==> src/rtl/alu_cmd_ctrl.sv <==
// Command/response sequencer wrapped around an external combinational 8-bit ALU.
// It registers the ALU operands and holds them steady while the ALU settles.
// It then captures the ALU result into a response, which is held until the
// consumer accepts it. The low byte of each result is kept in an accumulator
// that a later command can use as operand A.
module alu_cmd_ctrl #(
  parameter int unsigned SETTLE_CYCLES = 1
) (
  input  logic        clk,
  input  logic        rst,
  input  logic        cmd_valid,
  output logic        cmd_ready,
  input  logic [3:0]  cmd_sel,
  input  logic [7:0]  cmd_a,
  input  logic [7:0]  cmd_b,
  input  logic        cmd_use_acc,
  output logic [7:0]  alu_A,
  output logic [7:0]  alu_B,
  output logic [3:0]  alu_sel,
  input  logic [15:0] alu_Y,
  input  logic        alu_Z,
  input  logic        alu_N,
  input  logic        alu_C,
  input  logic        alu_V,
  output logic        rsp_valid,
  input  logic        rsp_ready,
  output logic [15:0] rsp_y,
  output logic [3:0]  rsp_flags,
  output logic        rsp_illegal,
  output logic [15:0] op_count
);

  localparam int unsigned DATA_W  = 8;
  localparam int unsigned SEL_W   = 4;
  localparam int unsigned RES_W   = 16;
  localparam int unsigned FLAG_W  = 4;
  localparam int unsigned CNT_W   = 2;
  localparam int unsigned SEL_MAX = 9;
  localparam logic [CNT_W-1:0] CNT_LOAD = CNT_W'(SETTLE_CYCLES - 1);

  typedef enum logic [1:0] {
    IDLE = 2'd0,
    EXEC = 2'd1,
    RESP = 2'd2
  } state_e;

  state_e              state_q, state_d;
  logic [DATA_W-1:0]   alu_a_q, alu_a_d;
  logic [DATA_W-1:0]   alu_b_q, alu_b_d;
  logic [SEL_W-1:0]    alu_sel_q, alu_sel_d;
  logic [RES_W-1:0]    rsp_y_q, rsp_y_d;
  logic [FLAG_W-1:0]   rsp_flags_q, rsp_flags_d;
  logic                rsp_illegal_q, rsp_illegal_d;
  logic [DATA_W-1:0]   acc_q, acc_d;
  logic [RES_W-1:0]    op_count_q, op_count_d;
  logic [CNT_W-1:0]    cnt_q, cnt_d;
  logic                launch_q, launch_d;
  logic                cmd_ready_q, cmd_ready_d;
  logic                rsp_valid_q, rsp_valid_d;

  // State and datapath registers, cleared asynchronously.
  always_ff @(posedge clk or posedge rst) begin
    if (rst) begin
      state_q       <= IDLE;
      alu_a_q       <= '0;
      alu_b_q       <= '0;
      alu_sel_q     <= '0;
      rsp_y_q       <= '0;
      rsp_flags_q   <= '0;
      rsp_illegal_q <= 1'b0;
      acc_q         <= '0;
      op_count_q    <= '0;
      cnt_q         <= '0;
      launch_q      <= 1'b0;
      cmd_ready_q   <= 1'b1;
      rsp_valid_q   <= 1'b0;
    end else begin
      state_q       <= state_d;
      alu_a_q       <= alu_a_d;
      alu_b_q       <= alu_b_d;
      alu_sel_q     <= alu_sel_d;
      rsp_y_q       <= rsp_y_d;
      rsp_flags_q   <= rsp_flags_d;
      rsp_illegal_q <= rsp_illegal_d;
      acc_q         <= acc_d;
      op_count_q    <= op_count_d;
      cnt_q         <= cnt_d;
      launch_q      <= launch_d;
      cmd_ready_q   <= cmd_ready_d;
      rsp_valid_q   <= rsp_valid_d;
    end
  end

  // Next-state logic: accept, then settle, then capture, then hand off.
  always_comb begin
    state_d       = state_q;
    alu_a_d       = alu_a_q;
    alu_b_d       = alu_b_q;
    alu_sel_d     = alu_sel_q;
    rsp_y_d       = rsp_y_q;
    rsp_flags_d   = rsp_flags_q;
    rsp_illegal_d = rsp_illegal_q;
    acc_d         = acc_q;
    op_count_d    = op_count_q;
    cnt_d         = cnt_q;
    launch_d      = launch_q;
    cmd_ready_d   = 1'b0;
    rsp_valid_d   = 1'b0;

    unique case (state_q)
      IDLE: begin
        if (cmd_valid) begin
          alu_a_d   = cmd_use_acc ? acc_q : cmd_a;
          alu_b_d   = cmd_b;
          alu_sel_d = cmd_sel;
          cnt_d     = CNT_LOAD;
          launch_d  = 1'b1;
          state_d   = EXEC;
        end
      end
      EXEC: begin
        // The first EXEC cycle launches the new operands; the settle count
        // starts after that.
        if (launch_q) begin
          launch_d = 1'b0;
        end else if (cnt_q == '0) begin
          rsp_y_d       = alu_Y;
          rsp_flags_d   = {alu_Z, alu_N, alu_C, alu_V};
          rsp_illegal_d = (alu_sel_q > SEL_W'(SEL_MAX));
          acc_d         = alu_Y[DATA_W-1:0];
          state_d       = RESP;
        end else begin
          cnt_d = CNT_W'(cnt_q - 1'b1);
        end
      end
      RESP: begin
        if (rsp_ready) begin
          op_count_d = RES_W'(op_count_q + 1'b1);
          state_d    = IDLE;
        end
      end
      default: state_d = IDLE;
    endcase

    cmd_ready_d = (state_d == IDLE);
    rsp_valid_d = (state_d == RESP);
  end

  assign cmd_ready   = cmd_ready_q;
  assign rsp_valid   = rsp_valid_q;
  assign alu_A       = alu_a_q;
  assign alu_B       = alu_b_q;
  assign alu_sel     = alu_sel_q;
  assign rsp_y       = rsp_y_q;
  assign rsp_flags   = rsp_flags_q;
  assign rsp_illegal = rsp_illegal_q;
  assign op_count    = op_count_q;

endmodule
==> config.mk <==
export PLATFORM = sky130hd
export DESIGN_NAME = alu_cmd_ctrl
export DESIGN_NICKNAME = d
export VERILOG_FILES = /design/src/rtl/alu_cmd_ctrl.sv
export SDC_FILE = /design/constraint.sdc
export NUM_CORES = 1
export LEC_CHECK = 0
export ABC_AREA = 1
export CAP_MARGIN = 20
export CORE_MARGIN = 3
export CORE_UTILIZATION = 40
export CTS_CLUSTER_SIZE = 25
export DETAILED_ROUTE_END_ITERATION = 8
export PLACE_DENSITY = 0.77
export RECOVER_POWER = 50
export SLEW_MARGIN = 20
export SYNTH_ARGS = -nofsm -noshare
export SYNTH_HDL_FRONTEND = slang
export SYNTH_SLANG_ARGS = --single-unit
==> constraint.sdc <==
create_clock -name clk -period 2.2 [get_ports clk]
set_clock_uncertainty 0.1 [all_clocks]
set_input_delay 0.55 -clock clk [delete_from_list [all_inputs] [get_ports clk]]
set_output_delay 0.55 -clock clk [all_outputs]
set_load 0.03 [all_outputs]
==> key figures <==
CTS
  • CTS HTree Levels: 3
  • CTS Buf Count: 9
  • Deepest clock path buffer count: 2
  • Clock-pin slew on the worst setup and hold paths: 0.07 ns
  • Root Buffer: clkbuf_8
  • # clock sinks: 64
  • Setup Buffers After CTS: 0
  • Worst-Skew Late Latency: 0.33 ns
  • CTS tree: built

Global routing
  • Largest net degree at the start of global routing: 33
  • First-pass GRT wire length: 10810 um
  • Initial antenna violation count: 0
  • Grt ovf: 0
  • Total track usage: 0.1796
  • Vias in the first global route: 2365

Detailed routing
  • Residual DRC: 0
  • Routed Antenna Nets: 0
  • Drt wl/cell: 12.95 um
  • Routed via count: 2309
  • Drt pass-1 iters: 4
  • Iter 0 DRT Violations: 68
  • Via density per instance: 4.674
  • WL final: 6399 um

Timing
  • RSZ-0062 raised after global routing: no
  • Pins Over Slew Limit: 0
  • Fin crit period: 2.115 ns
  • Setup violations, final: 0
  • Setup_tns: 0 ns
  • Slew @ Worst Pin: 1.072 ns
  • Final cycle utilization of the critical path: 0.9612
  • Hold Vio Cnt, Final: 0
  • Relative slew slack: 0.2856
  • Worst hold margin: 0.3802 ns
  • FMAX: 472.9 MHz

Synth
  • Area contributors post-synth: dfrtp_1, nand2_1, o21ai_1
  • Yosys reg bits: 64
  • Yosys Warn Count: 0
  • Synth Cell Area: 2743 um2
  • Synth Instances: 302
  • Post-Syn Area per Cell: 9.082 um2
  • Netlist cell types: 28
  • Largest area contributor in the netlist: dfrtp_1
  • Seq/Total Area, Yosys: 0.5844
  • Synth top area share: 0.5748
  • Net count after synthesis: 349

Pwr
  • Net Sw Frac: 0.4163
  • Internal: 3.203 mW
  • Gate power share: 0.476
  • Clock power share: 0.179
  • Seq pwr share: 0.345
  • Pwr per Cell Area: 1370 nW/um2
  • VDD IR max: 0.0008104 V
  • Total net switching power: 2.284 mW
  • Static Leak: 1.948 nW

Floorplanning
  • CORE AREA: 6495 um2
  • Die area: 7886 um2
  • I/O pin count: 104
  • Die height: 88.81 um
  • Starting Density: 0.4223
  • Rows: 29
  • DIE WIDTH: 88.81 um

Worst setup path
  • Critical-path top delay cell: clkdlybuf4s50_1
  • Worst-path cell chain: clkdlybuf4s50_1
  • Worst-path maximum fanout: 5
  • CP top delay family: buffers and inverters
  • Max incr delay on CP: 0.71 ns
  • Critical path type: flop to output port
  • Worst path required time: 1.55 ns
  • Critical Path End Type: output port
  • Critical path data arrival time: 1.46 ns
  • Worst setup SP type: flop
  • Register-to-Register Setup Slack: 0.31 ns
  • Crit path buffers/inverters: 1

Placed design
  • Gpl congestion: 0.8056
  • Placed wire-length estimate: 4861 um
  • I/O Buffers: 103

Final layout
  • Filler cell count: 571
  • Most common cell after layout, fill and taps aside: nand2_1
  • Register area: 1603 um2
  • Layout area overhead: 45.99%
  • Ant. Diodes: 0
  • Commonest non-fill, non-tap cells in the layout: nand2_1, clkdlybuf4s50_1, dfrtp_1
  • Area of the multi-input gates: 959.7 um2
  • Layout cell share with drive strength beyond 1: 0.05995
  • Nets@finish: 459

Hold path
  • Hold crit path type: flop to flop

Outcome
  • Status: complete, no violations

Run
  • Max-Cap Viols: 0
## synthesized netlist by cell type
| library cell | count |
|---|---|
| mux2_1 | 1 |
| nor2_8 | 1 |
| nand3b_1 | 2 |
| nor2_1 | 9 |
| nor3_1 | 1 |
| nand4_1 | 4 |
| nand2_2 | 3 |
| clkbuf_1 | 1 |
| nand3_2 | 1 |
| xnor2_1 | 8 |
| inv_4 | 1 |
| nor3_4 | 1 |
| o21ai_0 | 15 |
| inv_1 | 24 |
| xor2_1 | 3 |
| nand2_1 | 122 |
| dfrtp_1 | 63 |
| nand3_1 | 7 |
| nor3_2 | 1 |
| nor2_2 | 1 |
| buf_6 | 2 |
| dfstp_2 | 1 |
| nor2_4 | 1 |
| ha_1 | 2 |
| nand3_4 | 1 |
| o21ai_1 | 19 |
| buf_2 | 5 |
| inv_2 | 2 |
## final timing paths
path                                    from      endpoint  cells past startpoint
worst max register to register      cnt_q[0]      rsp_y[3]                      8
min in group asynchronous                rst  op_count[15]                      3
max in group asynchronous                rst      launch_q                      3
worst min-delay path                alu_B[6]      alu_B[6]                      2
worst min register to register      alu_B[6]      alu_B[6]                      2
worst max-delay path            op_count[10]  op_count[10]                      1
## power by group through the flow
| stage | clock (mW) | sequential, mW | combinational [mW] |
|---|---|---|---|
| detailed placement | 0 | 1.91 | 2.70 |
| global route | 1.05 | 1.95 | 2.84 |
| floorplan | 0 | 2.70 | 0.777 |
| global placement | 0 | 1.90 | 2.65 |
| finish | 0.981 | 1.89 | 2.61 |
| CTS | 1.00 | 1.90 | 2.70 |
## flip-flops by register name, indices dropped and copies added (netlist names)
register,flops
alu_sel,4
launch_q,1
state_q,2
cnt_q,2
rsp_y,16
alu_A,8
alu_B,8
rsp_illegal,1
rsp_flags,4
cmd_ready,1
rsp_valid,1
op_count,16
## through the flow
| stage | setup slack (ns) | total power, mW | instance area, um2 | cells | utilization |
|---|---|---|---|---|---|
| 6_report | 0.08544 | 5.487 | 4004 | 494 | 0.6165 |
| 5_1_grt | 0.03120 | 5.843 | 4004 | 494 | 0.6165 |
| 4_1_cts | 0.03383 | 5.602 | 4066 | 494 | 0.6261 |
| 3_5_place_dp | 0.2425 | 4.607 | 3877 | 478 | 0.5970 |
| 3_3_place_gp | 0.2759 | 4.555 | 3877 | 478 | 0.5970 |
| 2_1_floorplan | 0.6347 | 3.476 | 2746 | 302 | - |
## kinds of logic (layout without fill, tap and decap cells)
logic type	count (synthesis)	in the layout	synth area share
buf+inv	35	150	0.05657
simple gates	155	155	0.2486
mux	1	1	0.004106
flops	64	64	0.5844
xor+xnor	11	11	0.03513
compound gates	34	34	0.06204
fa+ha+maj	2	2	0.009123
## cell type report
cell class,count,share of cell area
Inverter,27,0.02625
Multi-Input combinational cell,203,0.2397
Sequential cell,64,0.4003
Clock inverter,4,0.01125
Tap cell,77,0.02406
Timing Repair Buffer,107,0.2622
Clock buffer,12,0.03625
## routing by layer
metal	share of wire	vias up	global-route usage
li1	-	1167	-
met1	0.46	1060	0.2368
met2	0.47	73	0.2874
met3	0.057	9	0.03818
met4	0.017	0	0.07418
met5	0	-	0
## timing repair
item                       CTS  global route
resized for setup            1             1
setup endpoints to repair    1             1
hold buffers                 0             0
(Power assumes the default switching activity.)
